$ cat src/rtl/key_conditioner_pkg.sv
// key_pkg: shared state encoding, default timing constants and width helper
package key_pkg;
  typedef enum logic [1:0] {KS_IDLE, KS_WAIT, KS_REPEAT} key_state_t;
  localparam int DEF_N_KEYS = 4;
  localparam int DEF_DEB_CYCLES = 16384;
  localparam int DEF_REPEAT_DELAY = 1500000;
  localparam int DEF_REPEAT_PERIOD = 300000;
  localparam logic [3:0] DEF_REPEAT_MASK = 4'b0011;
  function automatic int cw(int n);
    return n > 1 ? $clog2(n) : 1;
  endfunction
endpackage

$ cat src/rtl/key_conditioner_if.sv
// key_conditioner_if: raw key pins in, conditioned key events out
interface key_conditioner_if #(parameter int N = 4);
  logic [N-1:0] i_key;
  logic [N-1:0] o_level;
  logic [N-1:0] o_press;
  logic [N-1:0] o_release;
  logic [N-1:0] o_hold;
  modport master(output i_key, input o_level, o_press, o_release, o_hold);
  modport slave(input i_key, output o_level, o_press, o_release, o_hold);
endinterface

$ cat src/rtl/key_conditioner_channel.sv
// key_channel: one key's synchroniser, debounce counter and auto-repeat FSM
module key_channel
  import key_pkg::*;
#(
  parameter int DEB_CYCLES = DEF_DEB_CYCLES,
  parameter int REPEAT_DELAY = DEF_REPEAT_DELAY,
  parameter int REPEAT_PERIOD = DEF_REPEAT_PERIOD,
  parameter bit REPEAT_EN = 1'b1
) (
  input  logic i_clk,
  input  logic i_rst_n,
  input  logic i_key,
  output logic o_level,
  output logic o_press,
  output logic o_release,
  output logic o_hold
);
  localparam int CW = cw(DEB_CYCLES);
  localparam int TW = cw(REPEAT_DELAY > REPEAT_PERIOD ? REPEAT_DELAY : REPEAT_PERIOD);
  logic sync1, sync2, stable;
  logic [CW-1:0] cnt;
  logic [TW-1:0] tmr, tmr_n;
  key_state_t st, st_n;
  logic press_n, rel_n, dp, dr;
  // stable has moved but o_level not yet: exactly one cycle per accepted edge
  assign dp = ~stable & ~o_level;
  assign dr = stable & o_level;
  assign o_hold = st == KS_REPEAT;
  always_ff @(posedge i_clk or negedge i_rst_n) begin
    if (!i_rst_n) begin
      sync1 <= 1'b1;
      sync2 <= 1'b1;
      stable <= 1'b1;
      cnt <= '0;
      o_level <= 1'b0;
      o_press <= 1'b0;
      o_release <= 1'b0;
      st <= KS_IDLE;
      tmr <= '0;
    end else begin
      sync1 <= i_key;
      sync2 <= sync1;
      if (sync2 == stable) cnt <= '0;
      else if (cnt == CW'(DEB_CYCLES - 1)) begin
        stable <= sync2;
        cnt <= '0;
      end else cnt <= cnt + 1'b1;
      o_level <= ~stable;
      o_press <= press_n;
      o_release <= rel_n;
      st <= st_n;
      tmr <= tmr_n;
    end
  end
  // a release takes priority over any timer expiry in the same cycle
  always_comb begin
    st_n = st;
    tmr_n = tmr;
    press_n = 1'b0;
    rel_n = dr;
    if (dr) begin
      st_n = KS_IDLE;
      tmr_n = '0;
    end else begin
      case (st)
        KS_IDLE: if (dp) begin
          press_n = 1'b1;
          st_n = REPEAT_EN ? KS_WAIT : KS_IDLE;
          tmr_n = '0;
        end
        KS_WAIT: if (tmr == TW'(REPEAT_DELAY - 1)) begin
          press_n = 1'b1;
          st_n = KS_REPEAT;
          tmr_n = '0;
        end else tmr_n = tmr + 1'b1;
        KS_REPEAT: if (tmr == TW'(REPEAT_PERIOD - 1)) begin
          press_n = 1'b1;
          tmr_n = '0;
        end else tmr_n = tmr + 1'b1;
        default: st_n = KS_IDLE;
      endcase
    end
  end
endmodule

$ cat src/rtl/key_conditioner.sv
// key_conditioner: independent debounce/auto-repeat channels for the front-panel keys
module key_conditioner
  import key_pkg::*;
#(
  parameter int N_KEYS = DEF_N_KEYS,
  parameter int DEB_CYCLES = DEF_DEB_CYCLES,
  parameter int REPEAT_DELAY = DEF_REPEAT_DELAY,
  parameter int REPEAT_PERIOD = DEF_REPEAT_PERIOD,
  parameter logic [N_KEYS-1:0] REPEAT_MASK = N_KEYS'(DEF_REPEAT_MASK)
) (
  input logic i_clk,
  input logic i_rst_n,
  key_conditioner_if.slave kif
);
  logic [N_KEYS-1:0] level, press, rel, hold;
  for (genvar i = 0; i < N_KEYS; i++) begin : g_ch
    key_channel #(
      .DEB_CYCLES(DEB_CYCLES),
      .REPEAT_DELAY(REPEAT_DELAY),
      .REPEAT_PERIOD(REPEAT_PERIOD),
      .REPEAT_EN(REPEAT_MASK[i])
    ) u_ch (
      .i_clk(i_clk),
      .i_rst_n(i_rst_n),
      .i_key(kif.i_key[i]),
      .o_level(level[i]),
      .o_press(press[i]),
      .o_release(rel[i]),
      .o_hold(hold[i])
    );
  end
  assign kif.o_level = level;
  assign kif.o_press = press;
  assign kif.o_release = rel;
  assign kif.o_hold = hold;
endmodule

$ cat src/flat_wrapper.sv
// flat-port wrapper written by rule: the top's interface ports become plain ports
module key_conditioner_flat import key_pkg::*;
#(
  parameter int N_KEYS = DEF_N_KEYS,
  parameter int DEB_CYCLES = DEF_DEB_CYCLES,
  parameter int REPEAT_DELAY = DEF_REPEAT_DELAY,
  parameter int REPEAT_PERIOD = DEF_REPEAT_PERIOD,
  parameter logic [N_KEYS-1:0] REPEAT_MASK = N_KEYS'(DEF_REPEAT_MASK)
)
  (i_clk, i_rst_n, kif_i_key, kif_o_level, kif_o_press, kif_o_release, kif_o_hold);
  key_conditioner_if #(.N(4)) kif_i ();
  input logic i_clk;
  input logic i_rst_n;
  input wire logic [$bits(kif_i.i_key)-1:0] kif_i_key;
  output wire logic [$bits(kif_i.o_level)-1:0] kif_o_level;
  output wire logic [$bits(kif_i.o_press)-1:0] kif_o_press;
  output wire logic [$bits(kif_i.o_release)-1:0] kif_o_release;
  output wire logic [$bits(kif_i.o_hold)-1:0] kif_o_hold;
  assign kif_i.i_key = kif_i_key;
  assign kif_o_level = kif_i.o_level;
  assign kif_o_press = kif_i.o_press;
  assign kif_o_release = kif_i.o_release;
  assign kif_o_hold = kif_i.o_hold;
  key_conditioner #(.N_KEYS(N_KEYS), .DEB_CYCLES(DEB_CYCLES), .REPEAT_DELAY(REPEAT_DELAY), .REPEAT_PERIOD(REPEAT_PERIOD), .REPEAT_MASK(REPEAT_MASK)) u_core (.i_clk(i_clk), .i_rst_n(i_rst_n), .kif(kif_i));
endmodule
$ cat config.mk
export PLATFORM = sky130hd
export DESIGN_NAME = key_conditioner_flat
export DESIGN_NICKNAME = d
export VERILOG_FILES = /design/src/rtl/key_conditioner_pkg.sv /design/src/rtl/key_conditioner_if.sv /design/src/rtl/key_conditioner_channel.sv /design/src/rtl/key_conditioner.sv /design/src/flat_wrapper.sv
export SDC_FILE = /design/constraint.sdc
export NUM_CORES = 1
export LEC_CHECK = 0
export BUFFER_PORTS_ARGS = -buffer_cell sky130_fd_sc_hd__buf_2
export CORE_MARGIN = 3
export CORE_UTILIZATION = 25
export CTS_CLUSTER_DIAMETER = 120
export CTS_CLUSTER_SIZE = 8
export DETAILED_ROUTE_END_ITERATION = 6
export SYNTH_ARGS = -nofsm -noshare
export SYNTH_HDL_FRONTEND = slang
export SYNTH_HIERARCHICAL = 1
export SYNTH_SLANG_ARGS = --single-unit
$ cat constraint.sdc
create_clock -name i_clk -period 6.75 [get_ports i_clk]
set_clock_uncertainty 0.2 [all_clocks]
set_input_delay 0.3375 -clock i_clk [delete_from_list [all_inputs] [get_ports i_clk]]
set_output_delay 0.3375 -clock i_clk [all_outputs]
set_load 0.005 [all_outputs]
==> flow_metrics.env, run 1 <==
export IMPL_core_area_mm2=0.0247
export IMPL_internal_power_w=0.00135
export IMPL_drtIter0Drc=352
export IMPL_htreeDepth=4
export IMPL_layout_drive_gt1_share_pct=14.0
export IMPL_grt_use_total_pct=9.79
export IMPL_fp_dieH_um=166
export IMPL_setup_tns_ns=0
export IMPL_clkTransAtPathRegs_ns=0.06
export IMPL_status="finished, final reports clean"
export IMPL_start_util_pct=25.8
export IMPL_hp_start="u_core/g_ch[3].u_ch/sync1"
export IMPL_synth_top_area_cell="dfrtp_1"
export IMPL_synthArstFlopShare_pct=100
export IMPL_reg2reg_slack_ns=3.76
export IMPL_synthTopCellsByCount="dfrtp_1, nor2_1, nand2_1"
export IMPL_grt_max_degree=81
export IMPL_syn_mean_instance_area_um2=9.99
export IMPL_seqCellArea_mm2=0.00317
export IMPL_r2r_cells=7
export IMPL_worstPathRequired_ns=6.90
export IMPL_switching_share_pct=22.0
export IMPL_overflow=0
export IMPL_arrival_ns=3.14
export IMPL_end_kind="flop"
export IMPL_synth_most_common_cell="dfrtp_1"
export IMPL_root_buffer="clkbuf_16"
export IMPL_routabilityCongestion=0.781
export IMPL_reg2reg_from="u_core/g_ch[1].u_ch/stable"
export IMPL_detail_route_antenna_nets=0
export IMPL_synth_main_ff_cell="dfrtp_1"
export IMPL_syn_area_mm2=0.00640
export IMPL_p_per_area_mw_per_mm2=232
export IMPL_port_buffer_count=19
export IMPL_drc_errors=0
export IMPL_fin_worst_hold_slack_ns=0.148
export IMPL_drtPass1Iterations=4
export IMPL_hold_violations=0
export IMPL_clock_latency_ns=0.42
export IMPL_yosys_warnings=6
export IMPL_routed_via_count=4646
export IMPL_fill_cells=2540
export IMPL_synth_edf_count=0
export IMPL_wl_per_cell_um=12.4
export IMPL_cts_sinks=126
export IMPL_p_leak_nw=3.19
export IMPL_finalSetupViolations=0
export IMPL_period_share_pct=44.3
export IMPL_hold_depth=0
export IMPL_drv_slew=0
export IMPL_fin_crit_ns=2.99
export IMPL_io_pins=22
export IMPL_cts_buffers=17
export IMPL_rows=57
export IMPL_fin_nets=692
export IMPL_synth_seq_cells=126
export IMPL_clk_path_buf_depth=2
export IMPL_rsz0062_at_grt="false"
export IMPL_fmax_mhz=334
export IMPL_die_area_mm2=0.0275
export IMPL_synthToLayoutAreaGrowth_pct=16.8
export IMPL_cts_tree="yes"
export IMPL_report_power_total_w=0.00173
export IMPL_syn_num_nets=664
export IMPL_synth_area_leaders="dfrtp_1, xor2_1, dfstp_2"
export IMPL_grt_pass1_vias=4568
export IMPL_drv_cap=0
export IMPL_startpoint_type="flop"
export IMPL_worstMarginPinSlew_ns=1.21
export IMPL_hp_class="reg2reg"
export IMPL_worstPathMaxFanout=7
export IMPL_multi_input_area_mm2=0.00302
export IMPL_post_cts_buffers=0
export IMPL_ir_drop_uv=171
export IMPL_synth_cells=640
export IMPL_fp_dieW_um=166
export IMPL_cts_resized=0
export IMPL_r2r_end="u_core/g_ch[1].u_ch/tmr[16]"
export IMPL_hold_path_end="u_core/g_ch[3].u_ch/sync2"
export IMPL_hpwl_um=8140
export IMPL_switchingPower_w=0.000381
export IMPL_slew_headroom_pct=18.9
export IMPL_clock_power_share_pct=53.2
export IMPL_routed_wl_um=12500
export IMPL_grt_pass1_wl_um=22600
export IMPL_vias_per_cell=4.62
export IMPL_antenna_found_initial=0
export IMPL_ys_seq_area_share_pct=49.5
export IMPL_ys_types=54
export IMPL_ctsHoldBuffers=5
export IMPL_p_seq_share_pct=44.7
export IMPL_critical_path_class="reg2reg"
export IMPL_antenna_cells=0
export IMPL_synth_top_area_share_pct=44.6
export IMPL_p_comb_share_pct=2.1
[final cells by class]
class | count | share of cell area, %
Clock buffer | 20 | 6.24
Clock inverter | 12 | 1.81
Inverter | 27 | 1.36
Multi-Input combinational cell | 468 | 40.3
Sequential cell | 126 | 42.4
Tap cell | 324 | 5.42
Timing Repair Buffer | 28 | 2.43
[power groups by stage]
stage	Clock, W	Combinational (W)	Sequential [W]
floorplan	0	0.0000172	0.000786
global placement	0	0.0000365	0.000787
detailed placement	0	0.0000364	0.000787
CTS	0.000953	0.0000390	0.000774
global route	0.000987	0.0000441	0.000775
finish	0.000921	0.0000368	0.000774
[cell usage in the layout (no fill, tap or decap), types with 3 or more instances in the layout]
cell           count
o2111ai_1          9
nand3_1           44
clkinvlp_4         4
buf_2             18
nor4_1             8
o221ai_1           4
or2_2              9
o211ai_1           8
nor3_1            23
and2_1            12
xnor2_1           26
nor2_1            75
nand4_1           22
nand2_1           55
xor2_1            49
ha_1              18
and4_1             6
clkbuf_8           3
clkinv_4           3
and3_1            18
a21oi_1           25
o21ai_0           11
dfrtp_1          114
clkbuf_16         17
dlygate4sd3_1      5
inv_1             27
buf_4              4
o311ai_0           5
nor2b_1            4
dfstp_2           12
[flip-flops by register name (all words and copies together), names as in the netlist]
signal	cells
u_core/g_ch.u_ch/tmr	42
u_core/g_ch.u_ch/cnt	56
u_core/g_ch.u_ch/o_press	4
u_core/g_ch.u_ch/o_level	4
u_core/g_ch.u_ch/st	4
u_core/g_ch.u_ch/sync2	4
u_core/g_ch.u_ch/stable	4
u_core/g_ch.u_ch/o_release	4
u_core/g_ch.u_ch/sync1	4
[critical path: stages (launching register included)]
cell     delay, ns
dfstp_2       0.55
inv_1         0.07
ha_1          0.33
and2_0        0.24
nor4_1        0.98
nand4_1       0.24
xor2_1        0.21
a21oi_1       0.11
[layer usage]
| layer | wire length (um) | global-route usage, % | vias up | part of all wire (%) |
|---|---|---|---|---|
| met5 | 0 | 0 | - | 0 |
| met4 | 206 | 3.80 | 0 | 1.7 |
| met3 | 469 | 2.64 | 20 | 3.8 |
| met2 | 5450 | 14.5 | 71 | 44 |
| met1 | 6360 | 13.7 | 2244 | 51 |
| li1 | - | - | 2311 | - |
[worst max path at each step]
stage / endpoint / cells after the start / start
floorplan: u_core/g_ch[0].u_ch/tmr[16] / 8 / u_core/g_ch[0].u_ch/stable
global placement: u_core/g_ch[1].u_ch/tmr[18] / 7 / u_core/g_ch[1].u_ch/stable
detailed placement: u_core/g_ch[1].u_ch/tmr[16] / 7 / u_core/g_ch[1].u_ch/stable
CTS: u_core/g_ch[1].u_ch/tmr[16] / 7 / u_core/g_ch[1].u_ch/stable
global route: u_core/g_ch[1].u_ch/tmr[16] / 7 / u_core/g_ch[1].u_ch/stable
finish: u_core/g_ch[1].u_ch/tmr[16] / 7 / u_core/g_ch[1].u_ch/stable
[metrics by stage]
stage	std cells	setup WS [ns]	cell area [um2]	util, %
final	1005	3.76	7470	30.2
after CTS	1005	3.77	7470	30.2
after global placement	968	3.84	6820	27.6
after floorplan	640	4.15	6400	-
after global routing	1005	3.41	7470	30.2
after detailed placement	968	3.79	6820	27.6
[kinds of logic (layout without fill, tap and decap cells)]
group | after synthesis | in the layout | share of synthesized area (%)
AO/OA/AOI/OAI | 77 | 77 | 9.17
XOR/XNOR | 75 | 75 | 10.3
adder cells (fa/ha/maj) | 18 | 18 | 3.52
buffers and inverters | 46 | 87 | 3.33
flip-flops | 126 | 126 | 49.5
multiplexers | 1 | 1 | 0.176
other | 2 | 2 | 0.117
AND/OR/NAND/NOR | 295 | 295 | 23.9
Note: power is estimated with default switching activity, not from simulation.
==> run 2: changes to the inputs <==
==> constraint.sdc (replaced) <==
create_clock -name i_clk -period 2.6 [get_ports i_clk]
set_clock_uncertainty 0.2 [all_clocks]
set_input_delay 0.13 -clock i_clk [delete_from_list [all_inputs] [get_ports i_clk]]
set_output_delay 0.13 -clock i_clk [all_outputs]
set_load 0.005 [all_outputs]
==> flow_metrics.env, run 2 (same netlist as run 1, synthesis figures left out) <==
export IMPL_status="finished, final reports clean"
export IMPL_rsz0062_at_grt="true"
export IMPL_grt_pass1_wl_um=22300
export IMPL_startpoint_type="flop"
export IMPL_final_common_cell="dfrtp_1"
export IMPL_routed_wl_um=12500
export IMPL_grt_max_degree=61
export IMPL_end_kind="flop"
export IMPL_drtPass1Iterations=4
export IMPL_grt_pass1_vias=4681
export IMPL_fmax_mhz=403
export IMPL_hold_violations=0
export IMPL_drc_errors=0
export IMPL_antenna_cells=0
export IMPL_start_util_pct=25.8
export IMPL_cts_tree="yes"
export IMPL_reg2reg_slack_ns=0.12
export IMPL_top_regs="u_core/g_ch.u_ch/cnt: 56 flops, u_core/g_ch.u_ch/tmr: 42 flops"
export IMPL_routabilityCongestion=0.810
export IMPL_fin_nets=718
export IMPL_critical_path_class="reg2reg"
export IMPL_routed_via_count=4696
export IMPL_htreeDepth=4
export IMPL_dp_cells=992
export IMPL_finalNonFillerCells=1031
export IMPL_r2r_cells=6
export IMPL_core_area_mm2=0.0247
export IMPL_rows=57
export IMPL_arrival_ns=2.56
export IMPL_io_pins=22
export IMPL_finalSetupViolations=0
export IMPL_period_share_pct=95.5
export IMPL_cts_sinks=126
export IMPL_largest_reg_flops=56
export IMPL_fp_dieH_um=166
export IMPL_detail_route_antenna_nets=0
export IMPL_hpwl_um=8400
export IMPL_port_buffer_count=19
export IMPL_worstPathMaxFanout=8
export IMPL_cts_buffers=17
export IMPL_vias_per_cell=4.55
export IMPL_reg2reg_from="u_core/g_ch[0].u_ch/tmr[16]"
export IMPL_synthToLayoutAreaGrowth_pct=19.4
export IMPL_drtIter0Drc=326
export IMPL_die_area_mm2=0.0275
export IMPL_hp_class="in2async"
export IMPL_p_leak_nw=3.30
export IMPL_worstMarginPinSlew_ns=0.615
export IMPL_drv_slew=0
export IMPL_wl_per_cell_um=12.1
export IMPL_endpoint="u_core/g_ch[0].u_ch/tmr[15]"
export IMPL_layout_drive_gt1_share_pct=17.3
export IMPL_fp_dieW_um=166
export IMPL_fill_cells=2530
export IMPL_ir_drop_uv=416
export IMPL_overflow=0
export IMPL_root_buffer="clkbuf_16"
export IMPL_p_per_area_mw_per_mm2=559
export IMPL_clk_path_buf_depth=2
export IMPL_grt_use_total_pct=9.49
export IMPL_fin_crit_ns=2.48
export IMPL_startpoint="u_core/g_ch[0].u_ch/tmr[16]"
export IMPL_clkTransAtPathRegs_ns=0.06
export IMPL_drv_cap=0
export IMPL_regMostFlops="u_core/g_ch.u_ch/cnt"
export IMPL_slew_headroom_pct=58.9
export IMPL_worstPathRequired_ns=2.68
export IMPL_final_cell_mix="dfrtp_1, nor2_1, nand2_1, xor2_1, nand3_1"
export IMPL_final_core_util_pct=30.9
export IMPL_clock_latency_ns=0.42
export IMPL_r2r_end="u_core/g_ch[0].u_ch/tmr[15]"
export IMPL_antenna_found_initial=0
[run 2: cell types whose count changed in the layout (fill, tap and decap cells not counted), sizes merged]
| cell | previous run | this run |
|---|---|---|
| clkinv | 5 | 7 |
| clkinvlp | 4 | 3 |
| buf | 23 | 49 |
| inv | 28 | 29 |
| bufinv | 2 | 0 |
[run 2: area by class of cell]
| cell class | count | area [um2] | share of cell area (%) |
|---|---|---|---|
| flip-flops and latches | 126 | 3170 | 41.5 |
| clock buffers | 20 | 457 | 5.98 |
| multi-input cells | 468 | 3030 | 39.7 |
| clock inverters | 12 | 86.3 | 1.13 |
| inverters | 27 | 101 | 1.33 |
| well taps | 324 | 405 | 5.31 |
| repair buffers | 54 | 389 | 5.10 |
[run 2: worst min path at each step]
stage	depth (start not counted)	from	endpoint	slack, ns
floorplan	0	i_rst_n	u_core/g_ch[0].u_ch/cnt[0]	-0.37
CTS	2	i_rst_n	u_core/g_ch[0].u_ch/cnt[6]	0.1
detailed placement	1	i_rst_n	u_core/g_ch[0].u_ch/cnt[13]	-0.03
global route	2	i_rst_n	u_core/g_ch[0].u_ch/cnt[0]	0.14
finish	2	i_rst_n	u_core/g_ch[0].u_ch/cnt[2]	0.08
global placement	1	i_rst_n	u_core/g_ch[0].u_ch/cnt[13]	-0.03
[run 2: repair_timing]
item                                    CTS  global route
resized for setup                         0             1
hold buffers                              5             0
endpoints found under the hold margin    63             0
endpoints found under the setup margin    0            17
buffers inserted                          0             2
[run 2: critical path: stages, from the launching register on]
cell,delay (ns)
dfrtp_1,0.39
or4b_4,0.55
nor4_4,0.40
a31oi_2,0.23
o21ai_4,0.29
buf_4,0.20
a21oi_1,0.08
[run 2: report_power, final]
group / switching, W / internal, W / total (W) / leakage (nW)
Combinational: 0.0000677 / 0.0000313 / 0.0000990 / 1.38
Clock: 0.000890 / 0.00127 / 0.00216 / 0.263
Sequential: 0.0000206 / 0.00199 / 0.00201 / 1.66
[run 2: layer usage]
metal  GRT usage [%]  wire length, um
met3            3.33              511
met1            12.8             6240
met5               0                0
met2            14.7             5650
met4            2.24               68
[run 2: per-stage QoR]
step | setup TNS (ns) | instance area [um2] | power [W] | hold slack [ns] | setup slack [ns]
floorplan | 0 | 6400 | 0.00208 | -0.366 | 0.0369
global placement | 0 | 7020 | 0.00214 | -0.0346 | 0.115
detailed placement | 0 | 7020 | 0.00214 | -0.0300 | 0.0819
CTS | 0 | 7610 | 0.00436 | 0.0998 | 0.0623
global route | -0.0214 | 7630 | 0.00448 | 0.136 | -0.0168
finish | 0 | 7630 | 0.00427 | 0.0782 | 0.118
==> run 3: changes to the inputs <==
==> constraint.sdc (replaced) <==
create_clock -name i_clk -period 2.6 [get_ports i_clk]
set_clock_uncertainty 0.2 [all_clocks]
set_input_delay 0.52 -clock i_clk [delete_from_list [all_inputs] [get_ports i_clk]]
set_output_delay 0.52 -clock i_clk [all_outputs]
set_load 0.005 [all_outputs]
==> flow_metrics.env, run 3 (same netlist as run 1, synthesis figures left out) <==
export IMPL_busiest_layer="met2"
export IMPL_dp_cells=997
export IMPL_grt_use_total_pct=9.57
export IMPL_hold_violations=0
export IMPL_arrival_ns=2.56
export IMPL_regMostFlops="u_core/g_ch.u_ch/cnt"
export IMPL_start_util_pct=25.8
export IMPL_finalSetupViolations=0
export IMPL_setup_tns_ns=0
export IMPL_ir_drop_uv=415
export IMPL_critPathMaxStageDelay_ns=0.54
export IMPL_clk_path_buf_depth=2
export IMPL_path_delay_family="simple AND/OR/NAND/NOR gates"
export IMPL_cts_buffers=17
export IMPL_fp_dieW_um=166
export IMPL_synthToLayoutAreaGrowth_pct=20.2
export IMPL_grt_max_degree=54
export IMPL_final_common_cell="dfrtp_1"
export IMPL_cts_sinks=126
export IMPL_crit_top_cell="buf_4"
export IMPL_slew_headroom_pct=59.5
export IMPL_drtPass1Iterations=5
export IMPL_final_cell_mix="dfrtp_1, nor2_1, nand2_1, xor2_1, nand3_1"
export IMPL_grt_pass1_vias=4660
export IMPL_path_buf_inv=2
export IMPL_end_kind="flop"
export IMPL_fin_nets=722
export IMPL_worstMarginPinSlew_ns=0.606
export IMPL_fp_dieH_um=166
export IMPL_die_area_mm2=0.0275
export IMPL_hpwl_um=8430
export IMPL_worstPathMaxFanout=8
export IMPL_drv_cap=0
export IMPL_p_leak_nw=3.34
export IMPL_drtIter0Drc=288
export IMPL_hp_class="reg2reg"
export IMPL_rows=57
export IMPL_status="finished, final reports clean"
export IMPL_fmax_mhz=403
export IMPL_io_pins=22
export IMPL_antenna_found_initial=0
export IMPL_routabilityCongestion=0.800
export IMPL_report_power_total_w=0.00438
export IMPL_root_buffer="clkbuf_16"
export IMPL_grt_pass1_wl_um=22300
export IMPL_crit_path_top_delay_cell="or3b_2"
export IMPL_fill_cells=2522
export IMPL_drc_errors=0
export IMPL_clock_latency_ns=0.42
export IMPL_antenna_cells=0
export IMPL_period_share_pct=95.4
export IMPL_detail_route_antenna_nets=0
export IMPL_drv_slew=0
export IMPL_largest_reg_flops=56
export IMPL_finalNonFillerCells=1035
export IMPL_crit_chain="or3b_2, nor4_4, buf_4, a31oi_2, o21ai_4, buf_4, a21oi_1"
export IMPL_overflow=0
export IMPL_vias_per_cell=4.55
export IMPL_fin_crit_ns=2.48
export IMPL_startpoint_type="flop"
export IMPL_worstPathRequired_ns=2.68
export IMPL_cts_tree="yes"
export IMPL_p_per_area_mw_per_mm2=570
export IMPL_port_buffer_count=19
export IMPL_layout_drive_gt1_share_pct=17.6
export IMPL_routed_wl_um=12400
export IMPL_top_regs="u_core/g_ch.u_ch/cnt: 56 flops, u_core/g_ch.u_ch/tmr: 42 flops"
export IMPL_grtUsageMet1_pct=13.1
export IMPL_grtUsageMet3_pct=3.07
export IMPL_use_met2_pct=14.4
export IMPL_core_area_mm2=0.0247
export IMPL_clkTransAtPathRegs_ns=0.06
export IMPL_htreeDepth=4
export IMPL_critical_path_class="reg2reg"
export IMPL_rsz0062_at_grt="false"
export IMPL_wl_per_cell_um=12.0
export IMPL_routed_via_count=4705
-- run 3: final timing paths --
| check | from | endpoint | slack (ns) | cells past startpoint |
|---|---|---|---|---|
| setup / recovery | u_core/g_ch[0].u_ch/tmr[11] | u_core/g_ch[0].u_ch/tmr[20] | 0.12 | 7 |
| hold / removal | u_core/g_ch[3].u_ch/sync1 | u_core/g_ch[3].u_ch/sync2 | 0.15 | 0 |
| setup reg to reg | u_core/g_ch[0].u_ch/tmr[11] | u_core/g_ch[0].u_ch/tmr[20] | 0.12 | 7 |
| hold reg to reg | u_core/g_ch[3].u_ch/sync1 | u_core/g_ch[3].u_ch/sync2 | 0.15 | 0 |
| max in group asynchronous | i_rst_n | u_core/g_ch[1].u_ch/sync1 | 1.08 | 3 |
| min in group asynchronous | i_rst_n | u_core/g_ch[0].u_ch/tmr[0] | 0.43 | 2 |
-- run 3: worst register-to-register path, stage by stage (launching register included) --
cell     delay (ns)
dfrtp_1        0.45
or3b_2         0.54
nor4_4         0.25
buf_4          0.18
a31oi_2        0.14
o21ai_4        0.30
buf_4          0.21
a21oi_1        0.09
-- run 3: through the flow --
step	util [%]	hold slack, ns	cell area [um2]	setup WS (ns)
CTS	31.0	0.156	7680	0.0804
floorplan	-	0.0244	6400	0.0369
finish	31.1	0.155	7690	0.119
global placement	28.5	0.146	7060	0.163
detailed placement	28.5	0.147	7060	0.109
global route	31.1	0.156	7690	0.0110
-- run 3: final cells by class --
class                      count  area [um2]  area share (%)
timing repair buffer          58         419            5.45
inverter                      27         101            1.32
clock inverter                11         108            1.40
sequential                   126        3170            41.2
multi-input combinational    468        3020            39.3
tap                          324         405            5.27
clock buffer                  21         460            5.99
-- run 3: timing repair --
item,CTS,global route
resized for setup,0,1
hold endpoints to repair,50,0
endpoints found under the setup margin,0,12
hold buffers,5,0
buffers inserted,0,1
-- run 3: routing by layer --
| layer | wire length (um) | part of all wire [%] |
|---|---|---|
| met2 | 5590 | 45 |
| met4 | 117 | 0.94 |
| met3 | 507 | 4.1 |
| met5 | 0 | 0 |
| met1 | 6240 | 50 |
-- run 3: power by group --
part | internal (W) | switching, W
registers | 0.00199 | 0.0000204
clock network | 0.00138 | 0.000892
logic | 0.0000332 | 0.0000683
